===== src/rtl/fetch_unit.sv =====
// Instruction fetch stage: credit-limited sequential fetch, in-order response buffering
// and redirect handling with stale-response discard.
module fetch_unit #(
  parameter logic [31:0] RESET_PC = 32'h0000_0000,
  parameter int unsigned DEPTH    = 2
) (
  input  logic        clk,
  input  logic        rst,
  output logic        imem_req_valid,
  input  logic        imem_req_ready,
  output logic [31:0] imem_req_addr,
  input  logic        imem_rsp_valid,
  input  logic [31:0] imem_rsp_data,
  input  logic        redirect_valid,
  input  logic [31:0] redirect_pc,
  output logic        dec_valid,
  input  logic        dec_ready,
  output logic [31:0] dec_instr,
  output logic [31:0] dec_pc,
  output logic [31:0] dec_pc_plus4
);

  localparam int unsigned AW = $clog2(DEPTH);
  localparam int unsigned CW = AW + 1;
  localparam int unsigned SW = CW + 1;

  logic [31:0]   fetch_pc_q, fetch_pc_d;
  logic [31:0]   rsp_pc_q, rsp_pc_d;
  logic [CW-1:0] count_q, count_d;
  logic [CW-1:0] outst_q, outst_d;
  logic [CW-1:0] drop_q, drop_d;
  logic [AW-1:0] rd_ptr_q, rd_ptr_d;
  logic [AW-1:0] wr_ptr_q, wr_ptr_d;
  logic [31:0]   instr_mem_q [DEPTH];
  logic [31:0]   pc_mem_q    [DEPTH];

  logic          req_fire, push, pop, not_empty;
  logic [SW-1:0] credits_used;
  logic [31:0]   target_pc;
  logic          unused_redirect_lsb;

  assign unused_redirect_lsb = ^redirect_pc[1:0];
  assign target_pc = {redirect_pc[31:2], 2'b00};

  assign credits_used   = {1'b0, count_q} + {1'b0, outst_q};
  assign imem_req_valid = !rst && !redirect_valid && (credits_used < SW'(DEPTH));
  assign imem_req_addr  = fetch_pc_q;
  assign req_fire       = imem_req_valid && imem_req_ready;

  assign not_empty    = (count_q != '0);
  assign dec_valid    = not_empty && !redirect_valid;
  assign dec_instr    = not_empty ? instr_mem_q[rd_ptr_q] : 32'h0;
  assign dec_pc       = not_empty ? pc_mem_q[rd_ptr_q] : 32'h0;
  assign dec_pc_plus4 = not_empty ? pc_mem_q[rd_ptr_q] + 32'd4 : 32'h0;

  // A response is buffered only when no stale responses remain ahead of it.
  assign push = imem_rsp_valid && (drop_q == '0) && !redirect_valid;
  assign pop  = dec_valid && dec_ready;

  always_comb begin
    fetch_pc_d = fetch_pc_q;
    rsp_pc_d   = rsp_pc_q;
    count_d    = count_q;
    outst_d    = outst_q;
    drop_d     = drop_q;
    rd_ptr_d   = rd_ptr_q;
    wr_ptr_d   = wr_ptr_q;
    if (redirect_valid) begin
      fetch_pc_d = target_pc;
      rsp_pc_d   = target_pc;
      count_d    = '0;
      rd_ptr_d   = '0;
      wr_ptr_d   = '0;
      outst_d    = outst_q - CW'(imem_rsp_valid);
      // Everything still in flight after this cycle belongs to the old path.
      drop_d     = outst_q - CW'(imem_rsp_valid);
    end else begin
      if (req_fire) begin
        fetch_pc_d = fetch_pc_q + 32'd4;
      end
      outst_d = outst_q + CW'(req_fire) - CW'(imem_rsp_valid);
      if (imem_rsp_valid && (drop_q != '0)) begin
        drop_d = drop_q - CW'(1);
      end
      if (push) begin
        rsp_pc_d = rsp_pc_q + 32'd4;
        wr_ptr_d = wr_ptr_q + AW'(1);
      end
      if (pop) begin
        rd_ptr_d = rd_ptr_q + AW'(1);
      end
      count_d = count_q + CW'(push) - CW'(pop);
    end
  end

  always_ff @(posedge clk) begin
    if (rst) begin
      fetch_pc_q <= RESET_PC;
      rsp_pc_q   <= RESET_PC;
      count_q    <= '0;
      outst_q    <= '0;
      drop_q     <= '0;
      rd_ptr_q   <= '0;
      wr_ptr_q   <= '0;
    end else begin
      fetch_pc_q <= fetch_pc_d;
      rsp_pc_q   <= rsp_pc_d;
      count_q    <= count_d;
      outst_q    <= outst_d;
      drop_q     <= drop_d;
      rd_ptr_q   <= rd_ptr_d;
      wr_ptr_q   <= wr_ptr_d;
    end
  end

  // Storage needs no reset; occupancy is tracked by count_q.
  always_ff @(posedge clk) begin
    if (!rst && push) begin
      instr_mem_q[wr_ptr_q] <= imem_rsp_data;
      pc_mem_q[wr_ptr_q]    <= rsp_pc_q;
    end
  end

  no_overflow_a: assert property (@(posedge clk) disable iff (rst)
    !(push && (count_q == CW'(DEPTH))));

endmodule


===== config.mk =====
export PLATFORM = sky130hd
export DESIGN_NAME = fetch_unit
export DESIGN_NICKNAME = d
export VERILOG_FILES = /design/src/rtl/fetch_unit.sv
export SDC_FILE = /design/constraint.sdc
export NUM_CORES = 1
export LEC_CHECK = 0
export ABC_AREA = 1
export ABC_CLOCK_PERIOD_IN_PS = 7550
export CELL_PAD_IN_SITES_DETAIL_PLACEMENT = 0
export CELL_PAD_IN_SITES_GLOBAL_PLACEMENT = 1
export CORE_ASPECT_RATIO = 2
export CORE_MARGIN = 4
export CORE_UTILIZATION = 38
export DETAILED_ROUTE_END_ITERATION = 8
export PLACE_DENSITY = 0.93
export SYNTH_ARGS = -nofsm -noshare
export SYNTH_HDL_FRONTEND = slang
export SYNTH_SLANG_ARGS = --single-unit

===== constraint.sdc =====
create_clock -name clk -period 7.55 [get_ports clk]
set_input_delay 1.51 -clock clk [delete_from_list [all_inputs] [get_ports clk]]
set_output_delay 1.51 -clock clk [all_outputs]
set_load 0.005 [all_outputs]

==> results.yml, run 1 <==
run_status:
  status: "complete, no violations"
logic_synthesis:
  synth-seq-cells: 193
  synth_top_area_share_pct: 35.93
  netlist_instances: 1380
  synth_xor_area_share_pct: 1.775
  yosys-top-cells-count: "nand2_1, nor2_1, inv_1"
  yosysMostFrequentCell: "nand2_1"
  ys.flop_type: "edfxtp_1"
  ys_async_sr_fraction_pct: 0
  synth_compound_area_share_pct: 8.633
  yosys.area.top_type: "edfxtp_1"
  netlist_area_mm2: 0.01036
  ys_seq_area_share_pct: 49.26
  synth_warnings: 0
  synth_mux_area_share_pct: 0
  synthDistinctLibCells: 36
  synth_simple_gate_area_share_pct: 31.39
  synth_top_family_by_area: "simple AND/OR/NAND/NOR gates"
  synth-edff-count: 124
  synth_adder_area_share_pct: 1.280
  netlist_top_cells_area: "edfxtp_1, nand2_1, dfxtp_1, nor2_1, inv_1"
  syn_area_per_cell_um2: 7.509
timing:
  rsz0062_at_grt: "false"
  setup_viol: 0
  final_hold_viol_count: 0
  slew_violations: 0
  fin_setup_tns_ns: 0
  fin_skew_ns: 0.01115
  finalCritPeriodShare_pct: 70.77
  slew_headroom_pct: 24.53
  layout_min_cycle_time_ns: 5.343
  fmax_mhz: 187.2
  tightest_slew_ns: 1.132
hold_path:
  hold_path.class: "reg -> reg"
job:
  cap_viol_max_count: 0
grt:
  grt_use_total_pct: 19.71
  grt_pass1_wl_mm: 47.29
  grt_overflow: 0
  antenna_found_initial: 0
  grt_max_degree: 64
  grt_pass1_vias: 9187
floorplan:
  die_w_um: 124.8
  io_pins: 200
  num_rows: 85
  initial_utilization_pct: 38.51
  die_area_mm2: 0.03014
  core_mm2: 0.02691
  die_y_um: 241.5
pwr:
  power.density_mw_per_mm2: 179.7
  p_leak_nw: 5.016
  peakVddDrop_mv: 0.1592
route:
  drt-total-wl_mm: 30.18
  drt-pass1-iter-count: 5
  drc: 0
  post_drt_via_cell_ratio: 4.912
  drt-wirelength-per-cell_um: 15.78
  first_iter_violations: 644
  ant_nets: 0
  num_vias: 9397
worst_setup_path:
  path_max_fanout: 36
  end_kind: "primary output"
  critical_path_class: "in -> out"
  cp-start-kind: "input port"
  arrival_ns: 3.83
  worstPathRequired_ns: 6.04
layout:
  post-route-util_pct: 48.65
  finalNonFillerCells: 1913
  fillers: 2588
  drive_above_1_share_pct: 5.623
  fin_area_mm2: 0.01309
  syn_to_final_growth_pct: 26.32
  nets: 1632
  n_antenna_cell: 0
cts:
  cts_hold_buf: 0
  root_buffer: "clkbuf_16"
  cts.reportedPaths.clkPinSlew_ns: 0.08
  htreeDepth: 4
  post_cts_buffers: 0
  clkLatencyLatePin_ns: 0.45
  clock_path_buffers: 2
  cts_resized: 0
  clock-sinks: 193
  cts_tree: "done"
  cts_buffers: 17
placement:
  place_inst: 1881
  gp_congestion: 0.9142
  port_buffers: 191
  place_area_mm2: 0.01252
  detailed_place_hpwl_mm: 22.58
-- metal layers --
layer,global-route usage (%),up-vias,share of wire (%)
met5,0,-,0
met4,9.748,0,4.3
met3,3.202,61,3.9
met2,38.49,263,55
met1,19.71,4302,37
li1,-,4771,-
-- critical path: stages --
cell             delay, ns
clkdlybuf4s50_1       0.40
buf_4                 0.25
nor2_1                0.82
nand3_1               0.21
inv_2                 0.12
clkdlybuf4s50_1       0.50
-- report_power, final --
part | leakage (nW) | switching, mW | internal (mW)
logic | 3.04 | 0.149 | 0.124
clock network | 0.283 | 0.436 | 0.440
registers | 1.69 | 0.0391 | 1.16
-- sequential cells by signal, indices dropped and copies added (netlist names), named ones only --
name and cells:
outst_q 2, count_q 2, imem_req_addr 30, rsp_pc_q 30, instr_mem_q 64, wr_ptr_q 1
rd_ptr_q 1, pc_mem_q 60, drop_q 2
-- logic make-up (layout without fill, tap and decap cells) --
family,Yosys count,count (layout)
AO/OA/AOI/OAI,171,171
XOR/XNOR,21,21
adder cells (fa/ha/maj),10,10
buffers and inverters,187,367
flip-flops,193,193
other,1,6
AND/OR/NAND/NOR,797,797
-- stage by stage --
stage | hold WS [ns] | worst slack, ns | total power, mW
2_1_floorplan | 0.4481 | 0.5651 | 1.360
3_3_place_gp | 0.4856 | 2.143 | 1.492
3_5_place_dp | 0.5073 | 2.166 | 1.500
4_1_cts | 0.5229 | 2.146 | 2.369
5_1_grt | 0.5261 | 1.945 | 2.446
6_report | 0.5136 | 2.207 | 2.352
-- layout by cell type, fill, tap and decap left out, types with 3 or more instances in the layout --
cell             synthesis  final
inv_8                    0      4
nor3_1                  10      8
nand2_2                 23     23
ha_1                     9      9
nand4_1                  7      7
a21oi_1                 98     98
edfxtp_1               124    124
nand3_1                 76     76
xnor2_1                  6      6
or2_2                    6      6
inv_1                  135    135
clkinv_4                 1      3
conb_1                   1      6
dfxtp_1                 69     68
nor2_1                 183    182
inv_6                    0      4
nor2_2                   9      9
nor2_4                   3      4
nand2_1                476    476
xor2_1                  15     15
o21bai_1                 3      3
a31oi_1                 17     17
buf_4                    8      6
o21ai_0                 48     48
clkbuf_16                0     17
clkdlybuf4s50_1          0    190
-- area by class of cell --
| class | instances | area (um2) | share of cell area, % |
|---|---|---|---|
| inverters | 138 | 523.0 | 3.995 |
| clock buffers | 18 | 429.2 | 3.279 |
| clock inverters | 14 | 140.1 | 1.071 |
| flip-flops and latches | 193 | 5106 | 39.01 |
| well taps | 348 | 435.4 | 3.326 |
| multi-input cells | 1005 | 4504 | 34.41 |
| repair buffers | 197 | 1952 | 14.91 |
-- path summary, 6_finish.rpt --
| path | from | endpoint | slack, ns | cells after the start |
|---|---|---|---|---|
| setup / recovery | redirect_valid | imem_req_valid | 2.21 | 6 |
| hold / removal | rd_ptr_q$_SDFFE_PP0P_ | flop | 0.51 | 2 |
| setup reg to reg | drop_q[0]$_SDFFE_PP0P_ | rsp_pc_q[19]$_SDFFE_PP0P_ | 4.49 | 9 |
| hold reg to reg | rd_ptr_q$_SDFFE_PP0P_ | flop | 0.51 | 2 |
Note: power is estimated with default switching activity, not from simulation.
==> run 2: changes to the inputs <==
--- a/config.mk
+++ b/config.mk
@@ -6,7 +6,7 @@
 export NUM_CORES = 1
 export LEC_CHECK = 0
 export ABC_AREA = 1
-export ABC_CLOCK_PERIOD_IN_PS = 7550
+export ABC_CLOCK_PERIOD_IN_PS = 5000
 export CELL_PAD_IN_SITES_DETAIL_PLACEMENT = 0
 export CELL_PAD_IN_SITES_GLOBAL_PLACEMENT = 1
 export CORE_ASPECT_RATIO = 2
==> constraint.sdc (replaced) <==
create_clock -name clk -period 5 [get_ports clk]
set_input_delay 1 -clock clk [delete_from_list [all_inputs] [get_ports clk]]
set_output_delay 1 -clock clk [all_outputs]
set_load 0.005 [all_outputs]
==> results.yml, run 2 (synthesis gave the netlist of run 1 again) <==
run_status:
  status: "complete, no violations"
grt:
  antenna_found_initial: 2
  grt_pass1_vias: 9361
  grt_max_degree: 63
  grt_overflow: 0
  grt_pass1_wl_mm: 47.25
  grt_use_total_pct: 19.69
cts:
  root_buffer: "clkbuf_16"
  clkLatencyLatePin_ns: 0.44
  cts_tree: "done"
  cts.reportedPaths.clkPinSlew_ns: 0.07
  cts_hold_buf: 0
  clock_path_buffers: 2
  cts_buffers: 17
  htreeDepth: 4
  clock-sinks: 193
layout:
  final_cell_mix: "nand2_1, clkdlybuf4s50_1, nor2_1"
  layout_commonest_cell: "nand2_1"
  drive_above_1_share_pct: 5.800
  largest_reg_flops: 64
  reg.largest.list: "instr_mem_q: 64 flops, pc_mem_q: 60 flops"
  syn_to_final_growth_pct: 26.97
  post-route-util_pct: 48.90
  largest_register: "instr_mem_q"
  nets: 1636
  fin_area_mm2: 0.01316
timing:
  tightest_slew_ns: 1.032
  fin_setup_tns_ns: 0
  finalCritPeriodShare_pct: 91.20
  slew_headroom_pct: 31.11
  worst_hold_slack_ns: 0.5184
  layout_min_cycle_time_ns: 4.560
  fmax_mhz: 219.3
  final_hold_viol_count: 0
  setup_viol: 0
  slew_violations: 0
  fin_skew_ns: 0.008183
  rsz0062_at_grt: "false"
job:
  cap_viol_max_count: 0
hold_path:
  hold_path.class: "reg -> reg"
floorplan:
  core_mm2: 0.02691
  die_w_um: 124.8
  die_y_um: 241.5
  die_area_mm2: 0.03014
  initial_utilization_pct: 38.51
  io_pins: 200
  num_rows: 85
worst_setup_path:
  worstPathRequired_ns: 4.00
  arrival_ns: 3.56
  path_buf_inv: 3
  crit_family: "simple AND/OR/NAND/NOR gates"
  critical_path_class: "reg -> out"
  cp-start-kind: "flop"
  max_stage_delay_ns: 0.53
  end_kind: "primary output"
  critPathSlowestCell: "dfxtp_2"
  path_max_fanout: 62
  crit_chain: "inv_8 -> nand2_1 -> nand2_1 -> ha_1 -> nand2_2 -> nor2_1 -> inv_1 -> nor2_1 -> nand4_1 -> a21oi_1 -> clkdlybuf4s50_1"
route:
  first_iter_violations: 646
  drt-wirelength-per-cell_um: 15.66
  drt-total-wl_mm: 30.06
  num_vias: 9469
  drc: 0
  ant_nets: 0
  post_drt_via_cell_ratio: 4.934
  drt-pass1-iter-count: 5
pwr:
  power.density_mw_per_mm2: 271.9
  p_leak_nw: 5.046
  peakVddDrop_mv: 0.2123
placement:
  detailed_place_hpwl_mm: 22.84
  port_buffers: 191
  gp_congestion: 0.9026
  place_area_mm2: 0.01258
[run 2: stage by stage]
step	std cells	power [mW]	setup WS [ns]
floorplan	1385	2.052	0.4233
global placement	1885	2.260	0.8615
detailed placement	1885	2.272	0.7754
CTS	1917	3.607	0.2889
global route	1919	3.737	0.04445
finish	1919	3.577	0.4402
[run 2: timing repair]
action,in CTS,in global routing
setup endpoints to repair,0,1
gates resized for setup,0,1
buffers inserted,0,0
[run 2: area by class of cell]
class	count	area, um2
sequential	193	5106
fill	2606	13750
clock inverter	13	141.4
multi-input combinational	1005	4517
timing repair buffer	201	1994
tap	348	435.4
clock buffer	19	432.9
antenna	2	5.005
inverter	138	525.5
[run 2: layer usage]
metal / global-route usage (%) / vias to the layer above / wire, um
met5: 0 / - / 0
met4: 13.11 / 0 / 1882
met3: 2.937 / 90 / 1265
met2: 36.67 / 289 / 16090
met1: 19.96 / 4305 / 10820
li1: - / 4785 / -
[run 2: worst min-delay path: stages, from the launching register on]
cell	delay [ns]
dfxtp_1	0.33
xor2_1	0.08
nor2_1	0.08
[run 2: where the power goes]
| group | switching (mW) | internal (mW) | leakage (nW) | total [mW] |
|---|---|---|---|---|
| clock network | 0.635 | 0.708 | 0.278 | 1.34 |
| logic | 0.226 | 0.191 | 3.07 | 0.417 |
| registers | 0.0604 | 1.76 | 1.69 | 1.82 |
| total | 0.921 | 2.66 | 5.05 | 3.58 |
[run 2: final timing paths]
| kind | cells past startpoint | to | slack [ns] | from |
|---|---|---|---|---|
| hold / removal | 2 | rd_ptr_q$_SDFFE_PP0P_ | 0.52 | rd_ptr_q$_SDFFE_PP0P_ |
| setup reg to reg | 8 | instr_mem_q[0][5]$_DFFE_PP_ | 2.27 | drop_q[0]$_SDFFE_PP0P_ |
| setup / recovery | 11 | dec_pc_plus4[16] | 0.44 | flop |
| hold reg to reg | 2 | rd_ptr_q$_SDFFE_PP0P_ | 0.52 | rd_ptr_q$_SDFFE_PP0P_ |
==> run 3: changes to the inputs <==
--- a/config.mk
+++ b/config.mk
@@ -9,7 +9,7 @@
 export ABC_CLOCK_PERIOD_IN_PS = 5000
 export CELL_PAD_IN_SITES_DETAIL_PLACEMENT = 0
 export CELL_PAD_IN_SITES_GLOBAL_PLACEMENT = 1
-export CORE_ASPECT_RATIO = 2
+export CORE_ASPECT_RATIO = 0.5
 export CORE_MARGIN = 4
 export CORE_UTILIZATION = 38
 export DETAILED_ROUTE_END_ITERATION = 8
==> results.yml, run 3 (synthesis gave the netlist of run 1 again) <==
placement:
  port_buffers: 191
  detailed_place_hpwl_mm: 22.19
  place_inst: 1890
  place_area_mm2: 0.01258
  pre_cts_ws_ns: 1.043
  gp_congestion: 0.8790
worst_setup_path:
  crit_family: "buffers and inverters"
  path_max_fanout: 33
  cp-start-kind: "flop"
  worstSetupPathDepth: 11
  max_stage_delay_ns: 0.56
  worstPathRequired_ns: 4.00
  critical_path_class: "reg -> out"
  critPathSlowestCell: "clkdlybuf4s50_1"
  crit_chain: "buf_4 -> nand2_1 -> nand2_1 -> ha_1 -> nand2_2 -> nor2_1 -> inv_1 -> nor2_1 -> nand4_1 -> a21oi_1 -> clkdlybuf4s50_1"
  reg2reg_slack_ns: 2.46
  r2r_cells: 11
  r2r_end: "count_q[1]$_SDFF_PP0_"
  reg2reg_from: "count_q[1]$_SDFF_PP0_"
  arrival_ns: 3.48
  path_buf_inv: 3
  end_kind: "primary output"
  crit_path_end: "dec_pc_plus4[16]"
floorplan:
  core_mm2: 0.02664
  die_y_um: 124.8
  die_w_um: 241.5
  initial_utilization_pct: 38.89
  die_area_mm2: 0.03014
  io_pins: 200
  num_rows: 42
cts:
  htreeDepth: 4
  cts_tree: "done"
  post_cts_buffers: 0
  cts.reportedPaths.clkPinSlew_ns: 0.07
  clock-sinks: 193
  clkLatencyLatePin_ns: 0.45
  root_buffer: "clkbuf_16"
  clock_path_buffers: 2
  cts_hold_buf: 0
  cts_buffers: 17
  cts_resized: 0
pwr:
  p_leak_nw: 5.039
  total_power_mw: 3.613
  power.density_mw_per_mm2: 274.5
  peakVddDrop_mv: 0.2210
timing:
  fmax_mhz: 223.4
  slew_headroom_pct: 32.95
  setup_viol: 0
  finalCritPeriodShare_pct: 89.53
  fin_setup_tns_ns: 0
  final_hold_viol_count: 0
  slew_violations: 0
  layout_min_cycle_time_ns: 4.477
  tightest_slew_ns: 1.005
  fin_skew_ns: 0.007690
  setup_ws_ns: 0.5234
  worst_hold_slack_ns: 0.5100
  rsz0062_at_grt: "false"
layout:
  drive_above_1_share_pct: 5.796
  syn_to_final_growth_pct: 26.99
  final_cell_mix: "nand2_1, clkdlybuf4s50_1, nor2_1"
  nets: 1637
  fin_area_mm2: 0.01316
  finalNonFillerCells: 1922
  n_antenna_cell: 0
  largest_register: "instr_mem_q"
  layout_commonest_cell: "nand2_1"
  post-route-util_pct: 49.39
  largest_reg_flops: 64
  reg.largest.list: "instr_mem_q: 64 flops, pc_mem_q: 60 flops"
grt:
  antenna_found_initial: 0
  grt_max_degree: 78
  grt_pass1_wl_mm: 47.04
  grt_pass1_vias: 8612
  grt_use_total_pct: 19.65
  grt_overflow: 0
route:
  ant_nets: 0
  post_drt_via_cell_ratio: 4.827
  first_iter_violations: 702
  num_vias: 9277
  drc: 0
  drt-total-wl_mm: 29.98
  drt-wirelength-per-cell_um: 15.60
  drt-pass1-iter-count: 5
job:
  cap_viol_max_count: 0
run_status:
  status: "complete, no violations"
hold_path:
  hold_path.class: "reg -> reg"
  min_path_cells: 2
## run 3: how the worst min path moves through the flow
stage,from,end
finish,rd_ptr_q$_SDFFE_PP0P_,rd_ptr_q$_SDFFE_PP0P_
floorplan,rsp_pc_q[31]$_SDFFE_PP0P_,pc_mem_q[0][31]$_DFFE_PP_
detailed placement,rd_ptr_q$_SDFFE_PP0P_,rd_ptr_q$_SDFFE_PP0P_
global placement,rd_ptr_q$_SDFFE_PP0P_,rd_ptr_q$_SDFFE_PP0P_
CTS,rd_ptr_q$_SDFFE_PP0P_,rd_ptr_q$_SDFFE_PP0P_
global route,rsp_pc_q[31]$_SDFFE_PP0P_,pc_mem_q[0][31]$_DFFE_PP_
## run 3: final cells by class
type / count / area, um2
repair buffers: 202 / 1989
flip-flops and latches: 193 / 5106
inverters: 138 / 523.0
fillers: 2564 / 13480
multi-input cells: 1005 / 4517
clock inverters: 13 / 150.1
well taps: 352 / 440.4
clock buffers: 19 / 432.9
## run 3: power breakdown
part	total, mW	internal, mW	switching, mW
Clock	1.37	0.747	0.624
Combinational	0.419	0.190	0.229
Sequential	1.82	1.76	0.0647
## run 3: routing by layer
metal	track usage, %	vias up	part of all wire [%]	wire length (um)
met5	0	-	0	0
met4	5.148	0	1.5	459
met3	3.764	31	5.0	1485
met2	32.92	217	47	14160
met1	26.31	4241	46	13870
li1	-	4788	-	-
## run 3: worst reg2reg max path: cells and delay by family, from the launching register on
family	cells	cell delay, ns
AOI/OAI and AO/OA	1	0.11
buffers and inverters	3	0.75
xor gates and xnor gates	1	0.13
and+or+nand+nor	4	0.67
adders and majority gates	2	0.44
DFF	1	0.37
